$ cat src/rtl/demux_pry_reg.sv
// Priority-mask demultiplexer with a two-entry (main + skid) output buffer.
// The lowest set bit of i_pry selects the lane; an all-zero mask is dropped and counted.
module demux_pry_reg #(
    parameter type DAT_T = logic [8-1:0],
    parameter int  WIDTH = 4,
    parameter int  CNT_W = 16,
    localparam int IDX_W = (WIDTH > 1) ? $clog2(WIDTH) : 1
) (
    input  logic             clk,
    input  logic             rst_n,
    input  logic             i_vld,
    output logic             i_rdy,
    input  logic [WIDTH-1:0] i_pry,
    input  DAT_T             i_dat,
    output logic [WIDTH-1:0] o_vld,
    input  logic [WIDTH-1:0] o_rdy,
    output logic [IDX_W-1:0] o_idx,
    output DAT_T             o_dat,
    output logic [CNT_W-1:0] drp_cnt
);

    typedef enum logic [1:0] {
        ST_EMPTY = 2'd0,
        ST_ONE   = 2'd1,
        ST_TWO   = 2'd2
    } state_t;

    function automatic logic [WIDTH-1:0] f_lsb_oh(input logic [WIDTH-1:0] pry);
        return pry & (~pry + WIDTH'(1));
    endfunction

    // One-hot input is guaranteed, so OR-ing the indices of set bits is exact.
    function automatic logic [IDX_W-1:0] f_oh2idx(input logic [WIDTH-1:0] oh);
        logic [IDX_W-1:0] idx;
        idx = '0;
        for (int i = 0; i < WIDTH; i++) begin
            idx = idx | (oh[i] ? IDX_W'(i) : IDX_W'(0));
        end
        return idx;
    endfunction

    state_t            r_state;
    state_t            w_state_nxt;
    logic [WIDTH-1:0]  r_main_oh;
    logic [IDX_W-1:0]  r_main_idx;
    DAT_T              r_main_dat;
    logic [WIDTH-1:0]  r_skid_oh;
    logic [IDX_W-1:0]  r_skid_idx;
    DAT_T              r_skid_dat;
    logic [CNT_W-1:0]  r_drp_cnt;

    logic              w_i_rdy;
    logic              w_in_hs;
    logic              w_ld;
    logic              w_drop;
    logic              w_out_hs;
    logic [WIDTH-1:0]  w_in_oh;
    logic [IDX_W-1:0]  w_in_idx;
    logic              w_ld_main_in;
    logic              w_ld_main_skid;
    logic              w_ld_skid;
    logic              w_clr_main;

    // Main one-hot is kept zero when empty, so it doubles as the lane valid.
    assign w_i_rdy  = (r_state != ST_TWO);
    assign w_in_hs  = i_vld & w_i_rdy;
    assign w_ld     = w_in_hs & (|i_pry);
    assign w_drop   = w_in_hs & ~(|i_pry);
    assign w_out_hs = |(r_main_oh & o_rdy);
    assign w_in_oh  = f_lsb_oh(i_pry);
    assign w_in_idx = f_oh2idx(w_in_oh);

    // State register.
    always_ff @(posedge clk or negedge rst_n) begin
        if (!rst_n) begin
            r_state <= ST_EMPTY;
        end else begin
            r_state <= w_state_nxt;
        end
    end

    // Next-state decode from load and output handshakes.
    always_comb begin
        w_state_nxt = r_state;
        case (r_state)
            ST_EMPTY: begin
                if (w_ld) w_state_nxt = ST_ONE;
                else      w_state_nxt = ST_EMPTY;
            end
            ST_ONE: begin
                if (w_ld && !w_out_hs)      w_state_nxt = ST_TWO;
                else if (!w_ld && w_out_hs) w_state_nxt = ST_EMPTY;
                else                        w_state_nxt = ST_ONE;
            end
            ST_TWO: begin
                if (w_out_hs) w_state_nxt = ST_ONE;
                else          w_state_nxt = ST_TWO;
            end
            default: w_state_nxt = ST_EMPTY;
        endcase
    end

    // Buffer-move controls per state.
    always_comb begin
        w_ld_main_in   = 1'b0;
        w_ld_main_skid = 1'b0;
        w_ld_skid      = 1'b0;
        w_clr_main     = 1'b0;
        case (r_state)
            ST_EMPTY: begin
                w_ld_main_in = w_ld;
            end
            ST_ONE: begin
                w_ld_main_in = w_ld & w_out_hs;
                w_ld_skid    = w_ld & ~w_out_hs;
                w_clr_main   = ~w_ld & w_out_hs;
            end
            ST_TWO: begin
                w_ld_main_skid = w_out_hs;
            end
            default: begin
                w_clr_main = 1'b1;
            end
        endcase
    end

    // Main/skid datapath and saturating drop counter.
    always_ff @(posedge clk or negedge rst_n) begin
        if (!rst_n) begin
            r_main_oh  <= '0;
            r_main_idx <= '0;
            r_main_dat <= '0;
            r_skid_oh  <= '0;
            r_skid_idx <= '0;
            r_skid_dat <= '0;
            r_drp_cnt  <= '0;
        end else begin
            if (w_ld_main_in) begin
                r_main_oh  <= w_in_oh;
                r_main_idx <= w_in_idx;
                r_main_dat <= i_dat;
            end else if (w_ld_main_skid) begin
                r_main_oh  <= r_skid_oh;
                r_main_idx <= r_skid_idx;
                r_main_dat <= r_skid_dat;
            end else if (w_clr_main) begin
                r_main_oh  <= '0;
            end
            if (w_ld_skid) begin
                r_skid_oh  <= w_in_oh;
                r_skid_idx <= w_in_idx;
                r_skid_dat <= i_dat;
            end
            if (w_drop && (r_drp_cnt != {CNT_W{1'b1}})) begin
                r_drp_cnt <= r_drp_cnt + CNT_W'(1);
            end
        end
    end

    assign i_rdy   = w_i_rdy;
    assign o_vld   = r_main_oh;
    assign o_idx   = r_main_idx;
    assign o_dat   = r_main_dat;
    assign drp_cnt = r_drp_cnt;

endmodule

$ cat config.mk
export PLATFORM = sky130hd
export DESIGN_NAME = demux_pry_reg
export DESIGN_NICKNAME = d
export VERILOG_FILES = /design/src/rtl/demux_pry_reg.sv
export SDC_FILE = /design/constraint.sdc
export NUM_CORES = 1
export LEC_CHECK = 0
export CORE_MARGIN = 10
export CORE_UTILIZATION = 41
export CTS_BUF_LIST = sky130_fd_sc_hd__clkbuf_4 sky130_fd_sc_hd__clkbuf_8
export DETAILED_ROUTE_END_ITERATION = 8
export GPL_ROUTABILITY_DRIVEN = 0
export PLACE_DENSITY = 0.72
export SYNTH_ARGS = -nofsm -noshare
export SYNTH_HDL_FRONTEND = slang
export SYNTH_SLANG_ARGS = --single-unit
$ cat constraint.sdc
create_clock -name clk -period 2.7 [get_ports clk]
set_input_delay 0.405 -clock clk [delete_from_list [all_inputs] [get_ports clk]]
set_output_delay 0.405 -clock clk [all_outputs]
set_load 0.005 [all_outputs]
== After elaboration in Yosys (flattened, before gate mapping) ==
Index checks and enable logic that the tools add are counted.

* Bits in registers: 46
* Input bits: 19
* Output and inout port bits: 31

* Add/sub/neg operators: 2
* Equality and inequality tests: 4
* Mux-type cells: 19
* Bitwise logic cells: 14
* Reduce and logical (&&, ||, !) cells: 11

{| class="wikitable"
|+ Operators by type and width
! cell !! count
|-
| 16-bit by 1-bit adder with 16-bit output, second input constant || 1
|-
| 8-bit two-way mux || 2
|-
| 16-bit != test, second input constant || 1
|-
| 2-bit two-way mux || 6
|-
| 4-bit two-way mux || 3
|-
| 4-bit AND || 2
|-
| 4-bit OR reduction || 2
|-
| 1-bit AND || 6
|-
| 2-bit case mux with 3 select lines || 1
|-
| 1-bit two-way mux || 5
|-
| 4-bit by 1-bit adder with 4-bit output, second input constant || 1
|-
| 4-bit NOT || 1
|-
| 1-bit case mux with 2 select lines || 2
|-
| 1-bit logical AND || 3
|-
| 1-bit NOT || 3
|-
| 3-bit nonzero test || 1
|-
| 2-bit by 1-bit equality test with 1-bit output, second input constant || 1
|-
| 2-bit equality test, second input constant || 1
|-
| 1-bit logical NOT || 2
|-
| 2-bit logical NOT || 1
|-
| 2-bit != test, second input constant || 1
|-
| 1-bit by 2-bit OR with 2-bit output || 1
|-
| 2-bit OR || 1
|-
| 2-bit nonzero test || 1
|-
| 2-bit OR reduction || 1
|}

== Longest topological paths before layout ==
* Word-level depth: 9
* Gate-level depth with buffers: 10
* Mapped depth without buffers: 9

== Worst setup path before layout ==
No wires, ideal clock.

* Path type: flip-flop to flip-flop
* Start: register r_main_oh[2] (netlist: o_vld[2])
* End: register r_main_dat (netlist bit o_dat[1])
* Data arrival time: 1.909 ns
* Data required time: 2.579 ns
* Setup slack: 0.670 ns
* Stages on the path, launching flop included: 10
* Path buffers: 1
* Cell sequence: dfrtp_1 a22o_1 or2_2 ha_1 nand2_1 o21ai_0 and2_1 buf_2 a22oi_1 nand2_1

* Longest elaborated chain between the ends: 5
* Elaborated cells on any way between the ends: 7

{| class="wikitable"
|+ RTL lines
! item !! RTL line !! text
|-
| from (decl) || 44 || <nowiki>logic [WIDTH-1:0] r_main_oh;</nowiki>
|-
| from (signal assigned) || 139 || <nowiki>r_main_oh <= w_in_oh;</nowiki>
|-
| from (signal assigned) || 143 || <nowiki>r_main_oh <= r_skid_oh;</nowiki>
|-
| 4-bit AND (*) || 69 || <nowiki>assign w_out_hs = |(r_main_oh & o_rdy);</nowiki>
|-
| 4-bit OR reduction (*) || 69 ||
|-
| 1-bit AND || 114 || <nowiki>w_ld_main_in = w_ld & w_out_hs;</nowiki>
|-
| 1-bit case mux with 2 select lines || 109 || <nowiki>case (r_state)</nowiki>
|-
| 8-bit two-way mux or 2-bit nonzero test (tied branches) || -- ||
|-
| to (signal assigned) || 141 || <nowiki>r_main_dat <= i_dat;</nowiki>
|-
| to (signal assigned) || 145 || <nowiki>r_main_dat <= r_skid_dat;</nowiki>
|-
| to (decl) || 46 || <nowiki>DAT_T r_main_dat;</nowiki>
|}

Every way passes the cells marked *; elsewhere a longest branch is shown, timed or not.
A chain may end at the register's enable or synchronous reset.

== Worst setup path after layout ==
* Start: input i_pry[1]
* End: register r_main_oh[2] (netlist: o_vld[2])

* Longest elaborated chain between the ends: 6
* Elaborated cells on any way between the ends: 12

{| class="wikitable"
|+ RTL lines
! item !! RTL line !! text
|-
| from (decl) || 13 || <nowiki>input logic [WIDTH-1:0] i_pry,</nowiki>
|-
| 4-bit OR reduction || 67 || <nowiki>assign w_ld = w_in_hs & (|i_pry);</nowiki>
|-
| 1-bit AND || 67 ||
|-
| 1-bit NOT || 116 || <nowiki>w_clr_main = ~w_ld & w_out_hs;</nowiki>
|-
| 1-bit AND || 116 ||
|-
| 1-bit case mux with 2 select lines || 109 ||
|-
| 3-bit nonzero test (no source line) || -- ||
|}

Several ways; a longest one is shown, not always the timed one.

==> out/results.txt <==
The run finished with clean final reports. The clock arrives with 0.00899 ns of skew. STA classifies the critical path endpoint as a register. For this design, the CTS-stage hold fixing added 0 buffers.

The critical-path maximum fanout is 12. Summed over all failing endpoints, the final setup total negative slack is 0 ns. For the worst-case clock buffer depth, the log shows 2. The worst setup path is launched from an input pin. The finished layout cell area was 2800 sq um. CTS placed an instance of clkbuf_8 at the clock tree root. The tools report the count of final hold-check violations as 0.

At the end of the flow, the number of nets in the layout was 273. The minimum clock period after layout is 2.35 ns. The iteration-0 DRC count of the detailed router was 118. Global routing used 11.8% of the available tracks.

After detailed routing, the number of remaining DRC violations is 0. Summing over every cut layer, the via total after detailed routing is 1639. The post-CTS resize count was 0; the number of max-cap violations was 0. For this run, the leading register cell type out of synthesis is dfrtp_1. The post-place instance area is 2690 sq um.

The main combinational cell family by area after synthesis is simple AND/OR/NAND/NOR gates. The maximum number of pins on one net before global-route repair is 47, and the height of the chip is 91.4 um. The floorplan has 25 rows. In this run the static leakage power is 1.30 nW. 50 I/O pins were placed. Number of I/O port buffers: 49.

For the number of setup buffers added after CTS, the log shows 0. Summing the areas of all compound-gate instances in the mapped netlist gives 11.0% of the synthesized area. When the netlist entered floorplanning its net count stood at 215.

STA puts the critical path data required time at 2.87 ns. Setup violations remaining at the end of the flow were counted as 0. Yosys printed 0 warnings.

The number of diodes came out at 0. The share of synthesized area in the top cell type comes to 55.1%. Cells fill 58.2% of the core in the end.

Number of global-route vias before repair: 1689. Clock tree synthesis inserted a total of 5 buffers. The number of flops mapped to enable cells by yosys is 0, and the average vias per placed instance is 5.17. Summing the areas of all xor and xnor instances in the mapped netlist gives 6.29% of the synthesized area.

The transition time at the pin with the least slew margin works out to 0.992 ns. The later pin in the worst-skew pair is clocked with a latency of 0.30 ns. For this configuration, the core starts out at a cell density of 43.4%. The wire length of the first global-routing pass was 8.20 mm.

Of the total synthesized cell area, the portion taken by full adders, half adders and majority gates is 2.40%. Dividing the detail-routed wire length by the instance count gives 15.1 um. A synthesized cell averages 10.9 sq um. The H-tree was split into 2 levels. For the number of pins exceeding their max-slew limit in the final report, the log shows 0. The final layout contains routed wiring with a total length of 4.79 mm. The area growth from synthesis to layout is 34.1%. The critical path in this run is classified as input pin to register. The core region is 4820 sq um. Of the cells placed in the final design, the portion with a size suffix greater than 1 is 13.6%. The logs give 2.52 ns for the worst endpoint data arrival time and 0 for the initial antenna violation count. The simple-gate portion of the synthesized area was 17.9%; the number of storage elements in the synthesis netlist was 46.

The type of the tightest min-delay check was input pin to asynchronous set/reset pin. The worst slew margin relative to its limit is 33.9%, and the part of the cycle the worst path needs is 87.2%. The number of detailed-route iterations in the first pass was 4. The residual overflow from global routing was 0; the total die area was 8350 sq um.

The detail route stage leaves a number of antenna-violating nets equal to 0. Setup repair after global routing left no endpoint under its margin. The register clock-pin slew on the reported worst setup and hold paths is 0.08 ns, and the worst ir drop on vdd is 264 uV. Yosys attributes the largest share of cell area to dfrtp_1, nand2_1, mux2_2. The share of flip-flops with an asynchronous set or reset after synthesis was 100%. The power density over the cells was 449 nW/um^2. The post-synthesis instance total was 192. After synthesis, flip-flops and latches occupy 55.1% of the total area.

For this design, the sink count on the clock tree is 46. Summed over all instances, the cell type with the most area after synthesis is dfrtp_1. The share of cell area taken by muxes after synthesis is 5.39%, and the horizontal die dimension is 91.4 um. The netlist uses 37 different library cells.

The logs give 2090 sq um for the total standard cell area after synthesis and 3.56 mm for the estimated wirelength of the detail-placed design. TritonCTS built the clock tree. Timing would allow up to 0.425 GHz.
## per-stage QoR
| step | setup slack, ns | hold WS [ns] | cells | power (mW) |
|---|---|---|---|---|
| 4_1_cts | 0.343 | 0.301 | 317 | 1.27 |
| 3_3_place_gp | 0.0794 | 0.440 | 310 | 0.756 |
| 5_1_grt | 0.0359 | 0.345 | 317 | 1.30 |
| 3_5_place_dp | 0.0221 | 0.450 | 310 | 0.757 |
| 2_1_floorplan | 0.670 | 0.109 | 192 | 0.708 |
| 6_report | 0.346 | 0.267 | 317 | 1.26 |
## cells in the mapped netlist, types with 2 or more instances
cell type,count
and3_1,5
nand2_1,35
nor3_1,2
ha_1,4
nand4_1,5
dfrtp_1,46
inv_1,3
xor2_1,5
o211ai_1,2
nand3_1,8
and2_1,2
mux2_2,10
nand2b_1,3
nor2_1,8
xnor2_1,10
o21ai_0,9
a22oi_1,8
a21oi_1,4
a221o_1,2
clkbuf_1,2
a22o_1,2
buf_2,2
## area by class of cell
type                    instances  area (sq um)
fillers                       443          2010
flip-flops and latches         46          1150
multi-input cells             137           898
repair buffers                 57           546
well taps                      67          83.8
clock buffers                   6          82.6
clock inverters                 1          30.0
inverters                       3          11.3
## worst max-delay path, cell delays in order
cell and delay (ns):
clkdlybuf4s50_1 0.49, nor4_4 0.31, nand3b_1 0.19, inv_1 0.08, ha_1 0.18, nand2_1 0.06, o21ai_0 0.14, and2_1 0.34
a211oi_1 0.26, a21oi_1 0.06
## where the power goes
part	internal (mW)	switching (mW)
Clock	0.296	0.220
Sequential	0.688	0
Combinational	0.0266	0.0268
Total	1.01	0.247
## layer usage
| layer | track usage, % | part of all wire (%) |
|---|---|---|
| met1 | 14.3 | 45 |
| met2 | 19.1 | 49 |
| met3 | 3.46 | 5.2 |
| met4 | 4.70 | 1.6 |
| met5 | 0 | 0 |
## path summary, 6_finish.rpt
kind	from	endpoint	slack (ns)	depth (start not counted)
setup / recovery	i_pry[1]	o_vld[2]	0.35	10
setup reg to reg	o_vld[2]	o_vld[2]	0.49	8
max in group asynchronous	rst_n	o_dat[3]	1.82	1
hold / removal	rst_n	drp_cnt[1]	0.27	1
min in group clk	r_skid_dat[1]	o_dat[1]	0.47	2
hold reg to reg	r_skid_dat[1]	o_dat[1]	0.47	2
## sequential cells by signal (all words and copies together), names as in the netlist
name / count
drp_cnt: 16
o_dat: 8
r_skid_dat: 8
o_vld: 4
r_skid_oh: 4
o_idx: 2
r_skid_idx: 2
r_state: 2
## cells by family after synthesis
logic type,Yosys count
fa+ha+maj,4
simple gates,75
mux,10
flops,46
compound gates,33
buf+inv,9
xor+xnor,15
## cells in the final DEF, fill, tap and decap left out, drive strengths merged
master / count
clkdlybuf4s50: 48
dfrtp: 46
nand2: 35
mux2: 10
xnor2: 10
o21ai: 9
nand3: 9
nor2: 9
buf: 9
a22oi: 8
clkbuf: 6
and3: 5
nand4: 5
xor2: 5
a21oi: 5
ha: 4
nand2b: 3
inv: 3
a22o: 2
nor3: 2
o211ai: 2
a221o: 2
and2: 2
a211oi: 2
nor4: 1
nand3b: 1
or2: 1
o22ai: 1
or3b: 1
nor2b: 1
o21ba: 1
o31ai: 1
bufinv: 1
Note: power is estimated with default switching activity, not from simulation.
